$ cat src/rtl/hex_display_pkg.sv
// Shared definitions for the hex display write arbiter.
// Holds the arbiter state encoding, the requester count and default timeout,
// the Wishbone write payload layout, and a small index-to-one-hot helper.
package hex_display_pkg;

    localparam int unsigned NREQ_DEF    = 4;
    localparam int unsigned TIMEOUT_DEF = 15;
    localparam int unsigned IDX_W       = 2;
    localparam int unsigned DAT_W       = 16;
    localparam int unsigned SEL_W       = 2;

    typedef enum logic [1:0] {
        ST_IDLE = 2'd0,
        ST_BUS  = 2'd1,
        ST_GAP  = 2'd2
    } arb_state_e;

    // Write payload presented to the display slave.
    typedef struct packed {
        logic [DAT_W-1:0] dat;
        logic [SEL_W-1:0] sel;
    } wb_wr_t;

    function automatic logic [NREQ_DEF-1:0] idx_to_onehot(input logic [IDX_W-1:0] idx);
        return NREQ_DEF'(1) << idx;
    endfunction

endpackage

$ cat src/rtl/hex_display_rr_pick.sv
// Round-robin winner selection for the hex display arbiter.
// Searches req_i starting at ptr_i and wrapping (ptr, ptr+1, ... mod NREQ).
// Ports:
//   req_i   - request vector
//   ptr_i   - index given first priority
//   grant_o - one-hot winner (zero when nothing requests)
//   index_o - binary winner index
//   any_o   - at least one request present
module hex_display_rr_pick
    import hex_display_pkg::*;
#(
    parameter int unsigned NREQ = NREQ_DEF
) (
    input  logic [NREQ-1:0]  req_i,
    input  logic [IDX_W-1:0] ptr_i,
    output logic [NREQ-1:0]  grant_o,
    output logic [IDX_W-1:0] index_o,
    output logic             any_o
);

    // Index arithmetic wraps naturally because NREQ is a power of two.
    always_comb begin : rr_search
        logic [IDX_W-1:0] cand;
        grant_o = '0;
        index_o = '0;
        any_o   = 1'b0;
        cand    = '0;
        for (int unsigned i = 0; i < NREQ; i++) begin
            cand = ptr_i + IDX_W'(i);
            if (!any_o && req_i[cand]) begin
                any_o   = 1'b1;
                index_o = cand;
                grant_o = NREQ'(1) << cand;
            end
        end
    end

endmodule

$ cat src/rtl/hex_display_arb.sv
// Arbitrates display writes from NREQ requesters onto one Wishbone master.
// One write at a time: IDLE picks a round-robin winner and latches its data,
// BUS holds the Wishbone cycle until ack or timeout, GAP pulses gnt/err for
// one cycle while swallowing the slave's trailing registered ack.
// Ports:
//   clk_i, rst_i      - clock, asynchronous active-high reset
//   req_i, req_dat_i  - per-requester request level and 16-bit display value
//   gnt_o, err_o      - one-cycle one-hot completion / timeout pulses
//   busy_o            - arbiter not idle
//   wbm_*             - Wishbone master write port to the display slave
module hex_display_arb
    import hex_display_pkg::*;
#(
    parameter int unsigned NREQ    = NREQ_DEF,
    parameter int unsigned TIMEOUT = TIMEOUT_DEF
) (
    input  logic                  clk_i,
    input  logic                  rst_i,
    input  logic [NREQ-1:0]       req_i,
    input  logic [NREQ*DAT_W-1:0] req_dat_i,
    output logic [NREQ-1:0]       gnt_o,
    output logic [NREQ-1:0]       err_o,
    output logic                  busy_o,
    output logic                  wbm_cyc_o,
    output logic                  wbm_stb_o,
    output logic                  wbm_we_o,
    output logic [DAT_W-1:0]      wbm_dat_o,
    output logic [SEL_W-1:0]      wbm_sel_o,
    input  logic                  wbm_ack_i
);

    // Counter holds BUS cycles already spent without ack (0 .. TIMEOUT-1).
    localparam int unsigned CNT_W = (TIMEOUT > 2) ? $clog2(TIMEOUT) : 1;

    arb_state_e state_q, state_d;

    logic [IDX_W-1:0] ptr_q, ptr_d;
    logic [IDX_W-1:0] idx_q, idx_d;
    logic [CNT_W-1:0] cnt_q, cnt_d;
    logic [NREQ-1:0]  gnt_q, gnt_d;
    logic [NREQ-1:0]  err_q, err_d;
    logic             busy_q, busy_d;
    logic             cyc_q, cyc_d;
    wb_wr_t           wr_q, wr_d;

    logic [NREQ-1:0]             pick_grant;
    logic [IDX_W-1:0]            pick_idx;
    logic                        pick_any;
    logic [DAT_W-1:0]            pick_dat;
    logic [NREQ-1:0][DAT_W-1:0]  req_dat_w;
    logic                        timeout_hit;

    assign req_dat_w = req_dat_i;

    hex_display_rr_pick #(
        .NREQ (NREQ)
    ) u_rr_pick (
        .req_i   (req_i),
        .ptr_i   (ptr_q),
        .grant_o (pick_grant),
        .index_o (pick_idx),
        .any_o   (pick_any)
    );

    // One-hot AND-OR mux of the winner's display value.
    always_comb begin : dat_mux
        pick_dat = '0;
        for (int unsigned k = 0; k < NREQ; k++) begin
            pick_dat = pick_dat | (req_dat_w[k] & {DAT_W{pick_grant[k]}});
        end
    end

    // This BUS cycle is the TIMEOUT-th one without an ack.
    assign timeout_hit = (cnt_q == CNT_W'(TIMEOUT - 1));

    // State register.
    always_ff @(posedge clk_i or posedge rst_i) begin
        if (rst_i) begin
            state_q <= ST_IDLE;
        end else begin
            state_q <= state_d;
        end
    end

    // Next-state logic; ack takes priority over timeout.
    always_comb begin : next_state
        state_d = state_q;
        case (state_q)
            ST_IDLE: begin
                if (pick_any) begin
                    state_d = ST_BUS;
                end
            end
            ST_BUS: begin
                if (wbm_ack_i || timeout_hit) begin
                    state_d = ST_GAP;
                end
            end
            ST_GAP:  state_d = ST_IDLE;
            default: state_d = ST_IDLE;
        endcase
    end

    // Datapath and registered-output next values.
    always_comb begin : out_next
        ptr_d  = ptr_q;
        idx_d  = idx_q;
        cnt_d  = cnt_q;
        gnt_d  = '0;
        err_d  = '0;
        cyc_d  = 1'b0;
        wr_d   = '0;
        busy_d = (state_d != ST_IDLE);
        case (state_q)
            ST_IDLE: begin
                if (pick_any) begin
                    idx_d     = pick_idx;
                    cnt_d     = '0;
                    cyc_d     = 1'b1;
                    wr_d.dat  = pick_dat;
                    wr_d.sel  = '1;
                end
            end
            ST_BUS: begin
                if (wbm_ack_i) begin
                    gnt_d = idx_to_onehot(idx_q);
                    ptr_d = idx_q + IDX_W'(1);
                end else if (timeout_hit) begin
                    err_d = idx_to_onehot(idx_q);
                    ptr_d = idx_q + IDX_W'(1);
                end else begin
                    cnt_d = cnt_q + CNT_W'(1);
                    cyc_d = 1'b1;
                    wr_d  = wr_q;
                end
            end
            default: ;
        endcase
    end

    // Datapath and output registers.
    always_ff @(posedge clk_i or posedge rst_i) begin
        if (rst_i) begin
            ptr_q  <= '0;
            idx_q  <= '0;
            cnt_q  <= '0;
            gnt_q  <= '0;
            err_q  <= '0;
            busy_q <= 1'b0;
            cyc_q  <= 1'b0;
            wr_q   <= '0;
        end else begin
            ptr_q  <= ptr_d;
            idx_q  <= idx_d;
            cnt_q  <= cnt_d;
            gnt_q  <= gnt_d;
            err_q  <= err_d;
            busy_q <= busy_d;
            cyc_q  <= cyc_d;
            wr_q   <= wr_d;
        end
    end

    // Cycle, strobe and write enable always move together for this slave.
    assign gnt_o     = gnt_q;
    assign err_o     = err_q;
    assign busy_o    = busy_q;
    assign wbm_cyc_o = cyc_q;
    assign wbm_stb_o = cyc_q;
    assign wbm_we_o  = cyc_q;
    assign wbm_dat_o = wr_q.dat;
    assign wbm_sel_o = wr_q.sel;

endmodule

$ cat config.mk
export PLATFORM = sky130hd
export DESIGN_NAME = hex_display_arb
export DESIGN_NICKNAME = d
export VERILOG_FILES = /design/src/rtl/hex_display_pkg.sv /design/src/rtl/hex_display_rr_pick.sv /design/src/rtl/hex_display_arb.sv
export SDC_FILE = /design/constraint.sdc
export NUM_CORES = 1
export LEC_CHECK = 0
export ABC_AREA = 1
export CAP_MARGIN = 20
export CORE_UTILIZATION = 40
export CTS_BUF_LIST = sky130_fd_sc_hd__clkbuf_16
export DETAILED_ROUTE_END_ITERATION = 6
export PLACE_DENSITY = 0.81
export SYNTH_ARGS = -nofsm -noshare
export SYNTH_HDL_FRONTEND = slang
export SYNTH_SLANG_ARGS = --single-unit
$ cat constraint.sdc
create_clock -name clk_i -period 2.2 [get_ports clk_i]
set_input_delay 0.44 -clock clk_i [delete_from_list [all_inputs] [get_ports clk_i]]
set_output_delay 0.44 -clock clk_i [all_outputs]
set_load 0.02 [all_outputs]
==> flow_summary.rst <==
.. list-table::
   :header-rows: 1

   * - Metric
     - Value
   * - Worst hold path class
     - reg -> reg
   * - Via density per instance
     - around 5.1
   * - Sequential-to-total area share from yosys stat
     - between 30% and 40%
   * - Synth Net Count
     - 424
   * - Most numerous cell on the critical path
     - sky130_fd_sc_hd__nand2_1
   * - Count of mapped cells out of synthesis
     - approximately 340
   * - Overall global routing resource usage
     - 23.1%
   * - Clock-pin transition on the worst setup and hold timing paths
     - 50 ps
   * - Fraction of post-synthesis cell area in the top cell type by area
     - 36.7%
   * - Biggest area contributors in the synthesized netlist
     - sky130_fd_sc_hd__dfrtp_1 37%, sky130_fd_sc_hd__nand2_1 15%, sky130_fd_sc_hd__nand3_1 14%
   * - Power share of the combinational group
     - around 73%
   * - Number of vias in the routed layout
     - 2737
   * - Syn. warnings
     - 0
   * - Maximum number of pins on one net before global-route repair
     - 38
   * - Overall die width
     - 81.5 um
   * - Maximum ir drop on the vdd rail
     - approximately 950 uV
   * - Worst Skew
     - roughly 3.4 ps
   * - Max_slew headroom
     - around 71%
   * - Async set or reset register ratio after synthesis
     - between 90% and 100%
   * - Number of enable-type register cells in the synthesized netlist
     - 0
   * - Final period utilization
     - 95.5%
   * - Critical path, cell by cell
     - clkdlybuf4s50_1 > inv_1 > nand2_1 > nand3_2 > nand2_4 > inv_4 > nand4_4 > buf_4 > nand3_2 > buf_12 > nand3_1 > nand2_1 > o21ai_1 > nand2_1
   * - Library cell contributing the largest single delay on the critical path
     - sky130_fd_sc_hd__clkdlybuf4s50_1
   * - Total non-filler cell area in the finished layout
     - between 3000 and 4000 um^2
   * - Critical path required time
     - 2360 ps
   * - Count of unique library cells instantiated by Yosys
     - 27
   * - Fraction of power consumed by the clock network
     - 10.4%
   * - HPWL after DPL
     - 5670 um
   * - Maximum clock insertion buffer count
     - 2
   * - Pre-CTS setup slack
     - -342 ps
   * - Final setup violating endpoints
     - 0
   * - Number of antenna violations at the first check in global routing
     - 0
   * - Number of detailed-routing iterations run before antenna repair
     - 5
   * - Number of max-cap violations
     - 0
   * - Total placed cells including tap cells
     - 521
   * - Most instantiated flip-flop cell in the synthesis netlist
     - sky130_fd_sc_hd__dfrtp_1
   * - Initial detailed-routing violation count
     - 189
   * - Clock insertion delay at the later pin of the skew report
     - 280 ps
   * - Static leakage
     - 1.96 nW
   * - Most common cell after layout, fill and taps aside
     - sky130_fd_sc_hd__nand2_1
   * - Residual DRC count
     - 0
   * - Area growth from synthesis to layout
     - 55.4%
   * - Number of clock buffers inserted by TritonCTS
     - 5
   * - Clock tree from TritonCTS
     - done
   * - Largest stage delay, worst path
     - 510 ps
   * - Critical path data arrival time
     - 2260 ps
   * - Wire length per cell after detailed routing
     - 14.0 um
   * - Final Total Pwr
     - between 6 and 7 mW
   * - Y dimension of the die
     - slightly above 80 um
   * - TritonCTS sink count
     - 37
   * - Total congestion overflow
     - 0
   * - Post-layout net count
     - 541
   * - Crit path time final
     - 2100 ps
   * - Non-filler cells in the finished layout
     - 534
   * - Area of the placeable core
     - 5990 um^2
   * - Endpoint class of the critical path
     - flip-flop
   * - IO Count
     - 101
   * - Setup Crit Path Kind
     - in -> reg
   * - Fin. Hold Viols
     - 0
   * - Transition time at the pin with the least slew margin
     - 438 ps
   * - Detail Route Antenna Nets
     - 0
   * - Max Fclk
     - ~480 MHz
   * - Total count of max-transition violations in the final report
     - 0
   * - Status
     - complete, no violations
   * - Fraction of power spent switching nets
     - 49.4%
   * - H-Tree Level Count
     - 2
   * - Combined area of all synthesized cells
     - ~2500 um^2
   * - Number of cell rows
     - 28
   * - Diodes inserted
     - 0
   * - Most frequent cells in the layout
     - 102 x sky130_fd_sc_hd__nand2_1, 100 x sky130_fd_sc_hd__clkdlybuf4s50_1, 71 x sky130_fd_sc_hd__nand3_1
   * - Wire length of the first global-routing pass
     - 11500 um
   * - Power density over the cells
     - about 1600 nW/um^2
   * - CP startpoint kind
     - primary input
   * - RD Place Congestion
     - 0.871
   * - Maximum net fanout on the critical path
     - 16
   * - Post-synthesis sequential element count
     - 37
   * - Area post-placement
     - 3690 um^2
   * - Hold Worst Slack
     - 482 ps
   * - Average cell area after synthesis
     - 7.40 um^2
   * - Total detailed-routing wirelength
     - 7480 um
   * - Number of I/O port buffers
     - 100
   * - Biggest area consumer among synthesized cells
     - sky130_fd_sc_hd__dfrtp_1
   * - Starting density of the core
     - 42.1%
   * - Total internal power
     - 3.24 mW
   * - Sw Pwr
     - 3.16 mW
   * - Total die area
     - 6630 um^2
   * - Root buf cell
     - sky130_fd_sc_hd__clkbuf_16
   * - Vias in the first global route
     - 2586
   * - Power share of the sequential group
     - 16.9%
   * - Setup ws final
     - just under 100 ps
   * - Fraction of layout instances using a drive strength above 1
     - 13.9%
   * - Hold buffer count at CTS
     - 0
metal layers:
| layer | global-route usage (%) | up-vias | wire (um) |
|---|---|---|---|
| met5 | 0 | - | 0 |
| li1 | - | 1356 | - |
| met2 | 36.1 | 118 | 3680 |
| met1 | 30.5 | 1245 | 3160 |
| met4 | 11.3 | 0 | 204 |
| met3 | 4.33 | 18 | 438 |
layout make-up:
| class | count | area [um^2] |
|---|---|---|
| Timing Repair Buffer | 123 | 1210 |
| Clock inverter | 3 | 13.8 |
| Sequential cell | 37 | 927 |
| Tap cell | 75 | 93.8 |
| Clock buffer | 5 | 125 |
| Multi-Input combinational cell | 262 | 1440 |
| Fill cell | 514 | 2070 |
| Inverter | 29 | 116 |
metrics by stage:
stage | setup TNS [ps] | utilization [%]
detailed placement | -4130 | 61.6
floorplan | 0 | -
global route | -150 | 65.5
CTS | 0 | 64.1
global placement | -3020 | 61.6
finish | 0 | 65.5
sequential cells by signal (all words and copies together) (netlist names):
signal / flops
busy_o: 1
cnt_q: 4
err_o: 4
gnt_o: 4
idx_q: 2
ptr_q: 2
state_q: 2
wbm_cyc_o: 1
wbm_dat_o: 16
wbm_sel_o: 1
timing repair:
action,in CTS,in global routing
setup buffers,0,4
gates resized for setup,5,11
pin swaps,1,3
setup endpoints to repair,13,19
cloned,0,1
power by group through the flow:
stage          sequential, mW  combinational, mW  clock (mW)
6_report                 1.08               4.66       0.666
5_1_grt                  1.10               5.19       0.711
4_1_cts                  1.08               4.40       0.679
3_5_place_dp             1.08               4.33           0
3_3_place_gp             1.08               4.25           0
2_1_floorplan            1.26               2.61           0
cells in the mapped netlist (5+ instances only):
cell type                   n
sky130_fd_sc_hd__ha_1      12
sky130_fd_sc_hd__nand4_1    5
sky130_fd_sc_hd__nand3_1   72
sky130_fd_sc_hd__nand2_1  104
sky130_fd_sc_hd__nand3_2    8
sky130_fd_sc_hd__nor2_1    16
sky130_fd_sc_hd__nand2_4    6
sky130_fd_sc_hd__buf_4      7
sky130_fd_sc_hd__inv_1     25
sky130_fd_sc_hd__dfrtp_1   37
sky130_fd_sc_hd__o21ai_0   14
sky130_fd_sc_hd__o21ai_1   10
logic make-up after synthesis:
kind of cell | Yosys count | synth area share, %
buffers and inverters | 43 | 8.92
xor gates and xnor gates | 2 | 0.694
DFF | 37 | 36.7
AOI/OAI and AO/OA | 27 | 5.60
adders and majority gates | 12 | 5.95
and+or+nand+nor | 220 | 42.2
worst paths after layout:
kind	startpoint	endpoint	slack (ps)	cells after the start
setup / recovery	req_i[3]	wbm_dat_o[13]$_DFFE_PP0N_	100	14
min in group asynchronous	rst_i	wbm_dat_o[12]$_DFFE_PP0N_	570	3
hold reg to reg	wbm_dat_o[6]$_DFFE_PP0N_	wbm_dat_o[6]$_DFFE_PP0N_	480	2
max in group asynchronous	rst_i	ptr_q[0]$_DFFE_PP0P_	1300	3
hold / removal	wbm_dat_o[6]$_DFFE_PP0N_	wbm_dat_o[6]$_DFFE_PP0N_	480	2
setup reg to reg	ptr_q[1]$_DFFE_PP0P_	wbm_dat_o[11]$_DFFE_PP0N_	110	12
worst max-delay path: cells and delay by family:
family	cells	cell delay, ps
AOI/OAI and AO/OA	1	140
buffers and inverters	5	920
and+or+nand+nor	8	740
Power figures use the tool's default switching activity.
